--- src/rtl/mfp_eic_signal_filter_if.sv ---
// Interrupt-line bundle between the raw-source side and the EIC signal filter.
`default_nettype none

interface mfp_eic_signal_filter_if #(
  parameter int CHANNELS  = 32,
  parameter int CNT_WIDTH = 4
);
  logic [CHANNELS-1:0]  raw_signal;
  logic [CHANNELS-1:0]  chan_enable;
  logic [CNT_WIDTH-1:0] filter_len;
  logic [CHANNELS-1:0]  signal;
  logic [CHANNELS-1:0]  rise_pulse;
  logic                 busy;

  modport master (
    output raw_signal,
    output chan_enable,
    output filter_len,
    input  signal,
    input  rise_pulse,
    input  busy
  );

  modport slave (
    input  raw_signal,
    input  chan_enable,
    input  filter_len,
    output signal,
    output rise_pulse,
    output busy
  );
endinterface

`default_nettype wire

--- src/rtl/mfp_eic_signal_filter.sv ---
// Synchronises, polarity-normalises and glitch-filters raw interrupt lines so the
// EIC core only ever sees active-high, HCLK-synchronous, stable levels.
`default_nettype none

module mfp_eic_signal_filter #(
  parameter int                  CHANNELS        = 32,
  parameter int                  CNT_WIDTH       = 4,
  parameter logic [CHANNELS-1:0] ACTIVE_LOW_MASK = '0
) (
  input  wire logic              HCLK,
  input  wire logic              HRESETn,
  mfp_eic_signal_filter_if.slave bus
);

  logic [CHANNELS-1:0]  sync1_q;
  logic [CHANNELS-1:0]  sync2_q;
  logic [CHANNELS-1:0]  norm;
  logic [CHANNELS-1:0]  mismatch;
  logic [CHANNELS-1:0]  signal_q;
  logic [CHANNELS-1:0]  signal_d;
  logic [CHANNELS-1:0]  rise_q;
  logic [CHANNELS-1:0]  rise_d;
  logic                 busy_q;
  logic                 busy_d;
  logic [CNT_WIDTH-1:0] leff_m1;

  // Synchroniser resets to each line's idle level so an active-low source held
  // high through reset does not look like a fresh assertion on release.
  always_ff @(posedge HCLK or negedge HRESETn) begin
    if (!HRESETn) begin
      sync1_q <= ACTIVE_LOW_MASK;
      sync2_q <= ACTIVE_LOW_MASK;
    end else begin
      sync1_q <= bus.raw_signal;
      sync2_q <= sync1_q;
    end
  end

  assign norm     = sync2_q ^ ACTIVE_LOW_MASK;
  assign mismatch = (norm ^ signal_q) & bus.chan_enable;

  // A length of zero behaves as one, so the threshold never underflows.
  assign leff_m1 = (bus.filter_len == '0) ? '0 : (bus.filter_len - CNT_WIDTH'(1));

  for (genvar i = 0; i < CHANNELS; i++) begin : g_chan
    logic [CNT_WIDTH-1:0] cnt_q;
    logic [CNT_WIDTH-1:0] cnt_d;
    logic                 sig_d;

    // '>=' lets a shortened filter length release a count that already passed it.
    always_comb begin
      sig_d = signal_q[i];
      cnt_d = '0;
      if (!bus.chan_enable[i]) begin
        sig_d = 1'b0;
      end else if (norm[i] != signal_q[i]) begin
        if (cnt_q >= leff_m1) begin
          sig_d = norm[i];
        end else begin
          cnt_d = cnt_q + CNT_WIDTH'(1);
        end
      end
    end

    always_ff @(posedge HCLK or negedge HRESETn) begin
      if (!HRESETn) begin
        cnt_q <= '0;
      end else begin
        cnt_q <= cnt_d;
      end
    end

    assign signal_d[i] = sig_d;
  end

  assign rise_d = signal_d & ~signal_q;
  assign busy_d = |mismatch;

  always_ff @(posedge HCLK or negedge HRESETn) begin
    if (!HRESETn) begin
      signal_q <= '0;
      rise_q   <= '0;
      busy_q   <= 1'b0;
    end else begin
      signal_q <= signal_d;
      rise_q   <= rise_d;
      busy_q   <= busy_d;
    end
  end

  assign bus.signal     = signal_q;
  assign bus.rise_pulse = rise_q;
  assign bus.busy       = busy_q;

endmodule

`default_nettype wire
--- src/flat_wrapper.sv ---
// flat-port wrapper written by rule: the top's interface ports become plain ports
module mfp_eic_signal_filter_flat 
#(
  parameter int                  CHANNELS        = 32,
  parameter int                  CNT_WIDTH       = 4,
  parameter logic [CHANNELS-1:0] ACTIVE_LOW_MASK = '0
)
  (HCLK, HRESETn, bus_raw_signal, bus_chan_enable, bus_filter_len, bus_signal, bus_rise_pulse, bus_busy);
  mfp_eic_signal_filter_if #(.CHANNELS(CHANNELS), .CNT_WIDTH(CNT_WIDTH)) bus_i ();
  input  wire logic HCLK;
  input  wire logic HRESETn;
  input wire logic [$bits(bus_i.raw_signal)-1:0] bus_raw_signal;
  input wire logic [$bits(bus_i.chan_enable)-1:0] bus_chan_enable;
  input wire logic [$bits(bus_i.filter_len)-1:0] bus_filter_len;
  output wire logic [$bits(bus_i.signal)-1:0] bus_signal;
  output wire logic [$bits(bus_i.rise_pulse)-1:0] bus_rise_pulse;
  output wire logic [$bits(bus_i.busy)-1:0] bus_busy;
  assign bus_i.raw_signal = bus_raw_signal;
  assign bus_i.chan_enable = bus_chan_enable;
  assign bus_i.filter_len = bus_filter_len;
  assign bus_signal = bus_i.signal;
  assign bus_rise_pulse = bus_i.rise_pulse;
  assign bus_busy = bus_i.busy;
  mfp_eic_signal_filter #(.CHANNELS(CHANNELS), .CNT_WIDTH(CNT_WIDTH), .ACTIVE_LOW_MASK(ACTIVE_LOW_MASK)) u_core (.HCLK(HCLK), .HRESETn(HRESETn), .bus(bus_i));
endmodule
--- config.mk ---
export PLATFORM = sky130hd
export DESIGN_NAME = mfp_eic_signal_filter_flat
export DESIGN_NICKNAME = d
export VERILOG_FILES = /design/src/rtl/mfp_eic_signal_filter_if.sv /design/src/rtl/mfp_eic_signal_filter.sv /design/src/flat_wrapper.sv
export SDC_FILE = /design/constraint.sdc
export NUM_CORES = 1
export LEC_CHECK = 0
export ABC_CLOCK_PERIOD_IN_PS = 1700
export CAP_MARGIN = 20
export CORE_MARGIN = 3
export CORE_UTILIZATION = 40
export DETAILED_ROUTE_END_ITERATION = 7
export PLACE_DENSITY = 0.61
export SLEW_MARGIN = 20
export SYNTH_ARGS = -nofsm -noshare
export SYNTH_HDL_FRONTEND = slang
export SYNTH_SLANG_ARGS = --single-unit
--- constraint.sdc ---
create_clock -name HCLK -period 1.7 [get_ports HCLK]
set_input_delay 0.34 -clock HCLK [delete_from_list [all_inputs] [get_ports HCLK]]
set_output_delay 0.34 -clock HCLK [all_outputs]
set_load 0.01 [all_outputs]
# After elaboration in Yosys (flattened, before gate mapping)
# Index checks and enable logic that the tools add are counted.
# Widths: inputs -> output; s select.
[word_totals]
reg_bits = 257
latchBits = 0
ram_bits = 0
romBits = 0
in_bits = 70
output_inout_bits = 65
wordCells = 333
memories = 0
[classes]
addsub = 33
n_mul = 0
div = 0
magnitude_cmp = 32
n_eq_ne = 32
shift = 0
n_mux = 193
bitwise = 4
reduce_logical = 2
[op_table]
columns = ["op", "count"]
rows = [
  ["$mux 4", 97],
  ["$add 4x1->4 const B", 32],
  ["$ge 4x4->1", 32],
  ["$mux 1", 96],
  ["$and 32x32->32", 2],
  ["$ne 1x1->1", 32],
  ["$not 32->32", 1],
  ["$reduce_or 32->1", 1],
  ["$xor 32x32->32", 1],
  ["$logic_not 4->1", 1],
  ["$sub 4x1->4 const B", 1],
]

# Longest topological paths before layout
# Gate-level depths: netlist of run 1.
[depth]
word_depth = 7
ltp_mapped = 8
mapped_depth_nobuf = 8

# Worst setup path after synthesis of run 1
# OpenSTA, ideal clock, no wires.
[synth_path]
path_type = "in2reg"
startpoint = "input port bus_filter_len[1]"
endpoint = "register u_core.g_chan[5].cnt_q[2]"
setup_time_ns = 0.071
arrival_time_ns = 3.551
t_required_ns = 1.629
setup_slack_ns = -1.922
path_stages = 6
path_buffers = 0
path_cell_list = "o31ai_1 ha_1 a21oi_1 o21ai_2 or2_4 nor2_1"
[synth_via]
elab_chain_len = 6
word_cells_on_any_way = 7
cone_classes = "add/sub: 1; order compare: 1; mux: 4; reduce/logical: 1"
[synth_rtl]
columns = ["item", "line_no", "rtl"]
rows = [
  ["start: declaration", "flat_wrapper.sv:14", "input wire logic [$bits(bus_i.filter_len)-1:0] bus_filter_len;"],
  ["$sub 4x1->4 or $logic_not 4->1 (tied branches)", "mfp_eic_signal_filter.sv:43", "assign leff_m1 = (bus.filter_len == '0) ? '0 : (bus.filter_len - CNT_WIDTH'(1));"],
  ["$mux 4 *", "mfp_eic_signal_filter.sv:43", ""],
  ["$ge 4x4->1 *", "mfp_eic_signal_filter.sv:57", "if (cnt_q >= leff_m1) begin"],
  ["$mux 4 *", "mfp_eic_signal_filter.sv:57", ""],
  ["$mux 4 *", "mfp_eic_signal_filter.sv:56", "end else if (norm[i] != signal_q[i]) begin"],
  ["$mux 4 *", "mfp_eic_signal_filter.sv:54", "if (!bus.chan_enable[i]) begin"],
  ["net u_core.g_chan[5].cnt_d[2]", "mfp_eic_signal_filter.sv:47", "logic [CNT_WIDTH-1:0] cnt_d;"],
  ["end signal: assignment", "mfp_eic_signal_filter.sv:69", "cnt_q <= cnt_d;"],
  ["end: declaration", "mfp_eic_signal_filter.sv:46", "logic [CNT_WIDTH-1:0] cnt_q;"],
]
# Mark *: on every way through the listed nets, which the timed path passes. The rest lies on a longest branch.

# Worst setup path after layout of run 1
[layout_path]
startpoint = "input port bus_filter_len[0]"
endpoint = "register u_core.g_chan[6].cnt_q[1]"
[layout_via]
elab_chain_len = 6
word_cells_on_any_way = 7
cone_classes = "add/sub: 1; order compare: 1; mux: 4; reduce/logical: 1"
[layout_rtl]
columns = ["item", "line_no"]
rows = [
  ["$sub 4x1->4 or $logic_not 4->1 (tied branches)", "mfp_eic_signal_filter.sv:43"],
  ["$mux 4 *", "mfp_eic_signal_filter.sv:43"],
  ["$ge 4x4->1 *", "mfp_eic_signal_filter.sv:57"],
  ["$mux 4 *", "mfp_eic_signal_filter.sv:57"],
  ["$mux 4 *", "mfp_eic_signal_filter.sv:56"],
  ["$mux 4 *", "mfp_eic_signal_filter.sv:54"],
  ["net u_core.g_chan[6].cnt_d[1]", "mfp_eic_signal_filter.sv:47"],
  ["end signal: assignment", "mfp_eic_signal_filter.sv:69"],
  ["end: declaration", "mfp_eic_signal_filter.sv:46"],
]
# Marks and branches as above.

==> key figures, run 1 <==
CTS
  – Clk slew on worst S/H paths: roughly 0.060 ns
  – Htree depth: 1
  – CTS tree: built
  – Clk sink count: 257
  – CTS Buffer Depth: 3
  – Worst-skew pair later-pin latency: between 0.5 and 0.6 ns
  – Clock Root Buffer: clkbuf_16
  – CTS buffer count: 30

Final layout
  – Share of layout cells above drive strength 1: about a quarter
  – Ant diodes: 0
  – Area Growth Syn to Fin: 31.5%
  – Final instance area: about 17000 sq um
  – Fin util: between 50% and 60%
  – Final #Nets: around 1500
  – Area occupied by multi-input gates: approximately 6700 sq um
  – FF/Latch Area: 6430 sq um
  – # fillers: between 2000 and 3000

Timing
  – Worst setup margin: -0.00944 ns
  – Worst-Margin Slew: 0.322 ns
  – Final hold viol count: 0
  – Fin crit share: 101%
  – Final Setup Violations: 2
  – Fin. max-slew vios: 0
  – Fmax achieved: around 580 MHz
  – Worst Skew: approximately 0.016 ns
  – Post-route minimum period: around 1.7 ns
  – Hold_ws: roughly 0.22 ns
  – Final TNS setup: -0.0160 ns
  – Unrepaired setup endpoints after global routing: yes
  – Slew HR: just under 80%

Setup path
  – Worst setup path startpoint: bus_filter_len[0]
  – R2R Path Start: u_core.bus.signal[1]$_DFF_PN0_
  – CP endpoint kind: register
  – Worst reg-to-reg setup slack: around 0.10 ns
  – Setup CP Type: in -> reg
  – Largest stage delay, worst path: between 0.3 and 0.4 ns
  – Worst EP required: 2.18 ns
  – Worst Path Max Fanout: 8
  – Slowest CP cell: bufbuf_16
  – CP cell instances: buf_4 > buf_6 > buf_12 > nor2_4 > bufbuf_16 > ha_1 > nand2b_4 > a21oi_2 > o21ai_4 > or2_4 > nor2_1
  – Crit path DAT: around 2.2 ns
  – R2R cell count: 7
  – Setup crit start kind: input port

GRT
  – Initial antenna violation count: 1
  – Vias in the first global route: 8364
  – GRT Total Usage: roughly 15%
  – Global-route wire length before repair: between 40 and 50 mm
  – Grt ovf: 0
  – Largest net degree at the start of global routing: 54

Drt
  – WL per Instance: around 15 um
  – First-pass iteration count of the detailed router: 4
  – Final WL: ~26 mm
  – DRC Markers: 0
  – Via/cell ratio: around 4.8
  – Remaining antenna violation count: 0
  – Starting DRT DRC Count: 217
  – Vias after detailed routing: approximately 8200

Yosys
  – Syn_area_per_cell: around 12 sq um
  – Synth Net Count: approximately 1300
  – Mapped cell area: approximately 13000 sq um
  – Sequential area share after synthesis: 50.4%
  – Synth unique cells: 23
  – Synthesized instance count: between 1000 and 1500
  – Number of synthesized register bits: around 260
  – Warning count from the yosys run: 0

Status
  – Failing checks: negative setup slack
  – Status: finished with violations

Power and ir drop
  – NetSw: 0.00385 W
  – Clk pwr share: 41.7%
  – Pleak: a little over 8 nW
  – Comb pwr share: around 15%
  – Switching Fraction: about a quarter
  – Pint: between 0.01 and 0.015 W
  – Pwr dens: a little over 900 nW/um^2
  – Reg power frac: a little over two fifths
  – Max VDD drop: roughly 0.76 mV
  – Final Power: 0.0154 W

Die
  – Rows: 64
  – Ports: around 140
  – Die area: 34100 sq um
  – Starting Density: roughly two fifths
  – Die width: approximately 180 um
  – Core region area: 31000 sq um
  – Die H: roughly 180 um

Place
  – Port buffer count: ~130
  – HPWL Detailed: 17.5 mm
  – Gpl congestion: between 0.7 and 0.8
  – Placed cell area: about 15000 sq um

Hold path
  – Worst hold path class: in -> reg
  – Hold path start: bus_raw_signal[31]
  – Hold Path Cell Cnt: 1

Job
  – Max Cap Viol: 0
state kept, by name, summed over array words and instances, names as in the netlist:
name	cells
u_core.norm	32
u_core.sync1_q	32
u_core.bus.busy	1
u_core.bus.signal	32
u_core.g_chan.cnt_q	128
u_core.bus.rise_pulse	32
final timing paths:
path | endpoint
worst min-delay path | u_core.sync1_q[31]$_DFF_PN0_
min in group asynchronous | u_core.g_chan[6].cnt_q[3]$_DFF_PN0_
worst max register to register | u_core.bus.busy$_DFF_PN0_
max in group asynchronous | u_core.norm[1]$_DFF_PN0_
worst min register to register | u_core.norm[7]$_DFF_PN0_
worst max-delay path | u_core.g_chan[6].cnt_q[1]$_DFF_PN0_
stage by stage:
| stage | setup WS (ns) | cells |
|---|---|---|
| after floorplan | -0.476 | 1076 |
| after global placement | -0.821 | 1642 |
| after detailed placement | -0.878 | 1642 |
| after CTS | 0.000575 | 1712 |
| after global routing | -0.0702 | 1712 |
| final | -0.00944 | 1712 |
layout by cell type, fill, tap and decap left out, types with 4 or more instances in the layout:
master and instances:
clkdlybuf4s50_1 64, ha_4 19, or2_4 32, clkbuf_16 31, clkbuf_8 7, nand4_1 8, clkbuf_1 8, inv_1 64
nand2b_1 5, dlygate4sd2_1 64, a21oi_2 57, a21oi_4 8, nor2_1 92, dfrtp_1 257, o21ai_2 30, xor2_1 64
buf_4 32, mux2i_1 32, nor2b_1 32, buf_6 4, nand3_1 32, xnor2_1 32, nand2b_4 27, ha_1 141
and4b_2 23, nor2_2 36, and4b_1 9, buf_12 11, nand2_1 65
area by class of cell:
| cell class | instances | area share (%) |
|---|---|---|
| timing repair buffer | 186 | 11.3 |
| tap | 396 | 2.95 |
| multi-input combinational | 755 | 40.0 |
| clock buffer | 46 | 5.38 |
| clock inverter | 8 | 0.582 |
| inverter | 64 | 1.43 |
| sequential | 257 | 38.3 |
per-layer routing:
metal	share of wire, %	track usage, %
met1	48	21.5
met2	46	24.8
met3	4.0	3.12
met4	1.9	3.39
met5	0.051	0
repair_timing:
item,4_1_cts,5_1_grt
hold buffers,1,0
resized for setup,104,65
endpoints found under the setup margin,257,92
cloned,4,0
pin swaps,18,36
endpoints found under the hold margin,59,0
setup buffers,11,1
cell usage after synthesis, drive strengths merged:
cell type | number | area (sq um)
nor2b | 33 | 206
xor2 | 64 | 561
ha | 160 | 2000
or2 | 32 | 280
nor4 | 2 | 12.5
o21a | 1 | 7.51
a21oi | 65 | 445
o21ai | 32 | 280
nand2 | 65 | 244
dfrtp | 257 | 6430
nor3 | 1 | 5.00
nand4 | 8 | 50.1
xnor2 | 32 | 280
nand2b | 32 | 373
and4b | 32 | 349
nand3 | 32 | 160
mux2i | 33 | 330
nor2 | 130 | 488
inv | 64 | 240
o31ai | 1 | 7.51
cell families (layout without fill, tap and decap cells):
group                      after synthesis  after routing  share of synthesized area [%]
adders and majority gates              160            160                           15.7
AOI/OAI and AO/OA                       99             99                           5.81
buffers and inverters                   64            304                           1.88
and+or+nand+nor                        367            367                           17.0
muxes                                   33             33                           2.59
DFF                                    257            257                           50.4
xor gates and xnor gates                96             96                           6.59
power by group through the flow:
stage               logic [W]  registers (W)  clock network, W
finish                0.00235        0.00660           0.00640
detailed placement    0.00221        0.00672                 0
global placement      0.00216        0.00671                 0
global route          0.00265        0.00664           0.00686
floorplan             0.00130        0.00670                 0
CTS                   0.00229        0.00660           0.00662
critical path: cells and delay by family:
kind / cells / cell delay, ns
AOI/OAI and AO/OA: 2 / 0.27
buffers and inverters: 4 / 0.68
adders and majority gates: 1 / 0.23
and+or+nand+nor: 4 / 0.66
Power figures use the tool's default switching activity.
==> inputs of run 2 (changes only) <==
--- a/config.mk
+++ b/config.mk
@@ -10,4 +10,5 @@
 export CORE_MARGIN = 3
 export CORE_UTILIZATION = 40
+export CTS_CLUSTER_SIZE = 25
 export DETAILED_ROUTE_END_ITERATION = 7
 export PLACE_DENSITY = 0.61
==> constraint.sdc (replaced) <==
create_clock -name HCLK -period 1.7 [get_ports HCLK]
set_input_delay 0.34 -clock HCLK [delete_from_list [all_inputs] [get_ports HCLK]]
set_output_delay 0.34 -clock HCLK [all_outputs]
set_load 0.05 [all_outputs]
==> run 2 against run 1 <==
- the run now ends clean
- critical path depth unchanged
- die area unchanged
- sequential cell count unchanged
- utilization decreased by 1.1 points
- sequential power about the same
- largest cell class unchanged
- largest power group unchanged
==> key figures, run 2 (synthesis gave the netlist of run 1 again) <==
CTS
  – CTS buffer count: 30 (unchanged)
  – Clk slew on worst S/H paths: 0.06 ns (about the same)
  – Clk sink count: 257 (unchanged)
  – CTS Buffer Depth: 3 (unchanged)
  – Htree depth: 1 (unchanged)
  – CTS tree: built
  – Clock Root Buffer: clkbuf_16
  – Worst-skew pair later-pin latency: 0.55 ns (about the same)

Drt
  – Metal3 WL: 1.17 mm (+13%)
  – DRC Markers: 0 (unchanged)
  – Top sig layer: met4
  – Final WL: 24.5 mm (-4.1%)
  – WL per Instance: 14.3 um (-3.8%)
  – Vias after detailed routing: 8087 (-0.96%)
  – First-pass iteration count of the detailed router: 4 (unchanged)
  – Remaining antenna violation count: 0 (unchanged)
  – DRT met1 WL: 12.1 mm (-2.2%)
  – Starting DRT DRC Count: 288 (+33%)
  – WL met2: 10.8 mm (-7.6%)
  – Via/cell ratio: 4.74 (-0.67%)

Die
  – Starting Density: 41.2% (unchanged)
  – Die area: 34100 sq um (unchanged)
  – Core region area: 31000 sq um (unchanged)
  – Ports: 135 (unchanged)
  – Rows: 64 (unchanged)
  – Die H: 185 um (unchanged)
  – Die width: 185 um (unchanged)

Timing
  – Fin crit share: 94.5% (-6.1 points)
  – Fin. max-slew vios: 0 (unchanged)
  – Slew HR: 67.5% (-11 points)
  – Post-route minimum period: 1.61 ns (-0.103 ns)
  – Final TNS setup: 0 ns (+0.0160 ns)
  – Final hold viol count: 0 (unchanged)
  – Hold_ws: 0.230 ns (+0.00608 ns)
  – Fmax achieved: 623 MHz (+6.4%)
  – Worst setup margin: 0.0937 ns (+0.103 ns)
  – Final Setup Violations: 0 (-2)
  – Worst Skew: 0.0103 ns (-0.00612 ns)
  – Worst-Margin Slew: 0.488 ns (+0.166 ns)

Setup path
  – Worst Path Max Fanout: 6 (-2)
  – Slowest CP cell: o31ai_4
  – CP cell instances: clkbuf_2 > buf_6 > o31ai_4 > buf_6 > buf_12 > buf_16 > ha_4 > a21oi_2 > o21ai_4 > or2_4 > nor2_1
  – Setup CP Type: in -> reg
  – Crit path top cell by count: buf_6
  – Crit path DAT: 2.08 ns (-0.11 ns)
  – Worst EP required: 2.17 ns (about the same)
  – CP endpoint kind: register
  – Largest stage delay, worst path: 0.26 ns (-0.05 ns)
  – Setup crit start kind: input port

Power and ir drop
  – Pwr dens: 953 nW/um^2 (+4.1%)
  – Final Power: 0.0156 W (+1.9%)
  – Max VDD drop: 0.733 mV (-3.2%)
  – Pleak: 7.91 nW (-2.3%)

Status
  – Status: complete, no violations

GRT
  – Vias in the first global route: 8495 (+1.6%)
  – Global-route wire length before repair: 41.8 mm (-1.5%)
  – Largest net degree at the start of global routing: 52 (-3.7%)
  – Grt ovf: 0 (unchanged)
  – Initial antenna violation count: 0 (-1)
  – GRT Total Usage: 14.9% (-0.42 points)

Place
  – Gpl congestion: 0.723 (-1.1%)
  – HPWL Detailed: 17.3 mm (-0.99%)
  – Port buffer count: 134 (unchanged)
  – Place WS: -0.850 ns (+0.0281 ns)

Final layout
  – Area Growth Syn to Fin: 28.7%
  – Area occupied by multi-input gates: 6450 sq um (-3.7%)
  – Largest Register: u_core.g_chan.cnt_q
  – FF/Latch Area: 6430 sq um (unchanged)
  – Share of layout cells above drive strength 1: 28.0% (+1.9 points)
  – Fin util: 53.0% (-1.1 points)
  – Most common cell after layout, fill and taps aside: dfrtp_1
  – Ant diodes: 0 (unchanged)
  – # fillers: 2702 (-0.15%)
  – Largest register FFs: 128 (unchanged)
  – Final #Nets: 1518 (-0.39%)
  – Most frequent cells in the layout: 257 x dfrtp_1, 148 x ha_1, 121 x nor2_1

Hold path
  – Worst hold path class: in -> reg

Job
  – Max Cap Viol: 0 (unchanged)
[run 2: worst max-delay path: cells and delay by family]
family	cells	cell delay, ns
buf+inv	5	0.64
fa+ha+maj	1	0.21
compound gates	3	0.53
simple gates	2	0.35
[run 2: final timing paths]
check / startpoint / end / slack [ns] / depth (start not counted)
worst min-delay path: bus_raw_signal[22] / u_core.sync1_q[22]$_DFF_PN0_ / 0.23 / 1
min in group asynchronous: HRESETn / u_core.bus.rise_pulse[10]$_DFF_PN0_ / 0.35 / 2
worst max-delay path: bus_filter_len[0] / u_core.g_chan[21].cnt_q[0]$_DFF_PN0_ / 0.09 / 11
worst min register to register: u_core.sync1_q[14]$_DFF_PN0_ / u_core.norm[14]$_DFF_PN0_ / 0.34 / 0
max in group asynchronous: HRESETn / u_core.bus.rise_pulse[17]$_DFF_PN0_ / 0.82 / 3
worst max register to register: u_core.g_chan[19].cnt_q[0]$_DFF_PN0_ / u_core.g_chan[19].cnt_q[3]$_DFF_PN0_ / 0.10 / 7
[run 2: area by class of cell]
type / count / share of cell area, %
Multi-Input combinational cell: 755 / 39.3
Tap cell: 396 / 3.02
Clock inverter: 14 / 0.922
Clock buffer: 41 / 5.38
Timing Repair Buffer: 180 / 10.7
Inverter: 64 / 1.46
Sequential cell: 257 / 39.2
[run 2: metal layers]
layer,global-route usage (%),vias up
met4,3.30,0
met1,21.2,3857
li1,-,4072
met2,23.8,122
met5,0,-
met3,2.96,36
[run 2: metrics by stage]
step | cells | cell area [sq um]
2_1_floorplan | 1076 | 12900
3_3_place_gp | 1646 | 15100
3_5_place_dp | 1646 | 15100
4_1_cts | 1707 | 16300
5_1_grt | 1707 | 16400
6_report | 1707 | 16400
[run 2: where the power goes]
group	internal, W	total [W]	switching, W
clock network	0.00406	0.00656	0.00250
registers	0.00638	0.00661	0.000226
logic	0.00116	0.00247	0.00132
total	0.0116	0.0156	0.00404
[run 2: timing repair]
action,4_1_cts,5_1_grt
gates cloned,2,0
hold buffers,1,0
endpoints found under the hold margin,41,0
setup buffers,3,2
pin swaps,9,11
resized for setup,21,26
endpoints found under the setup margin,192,175
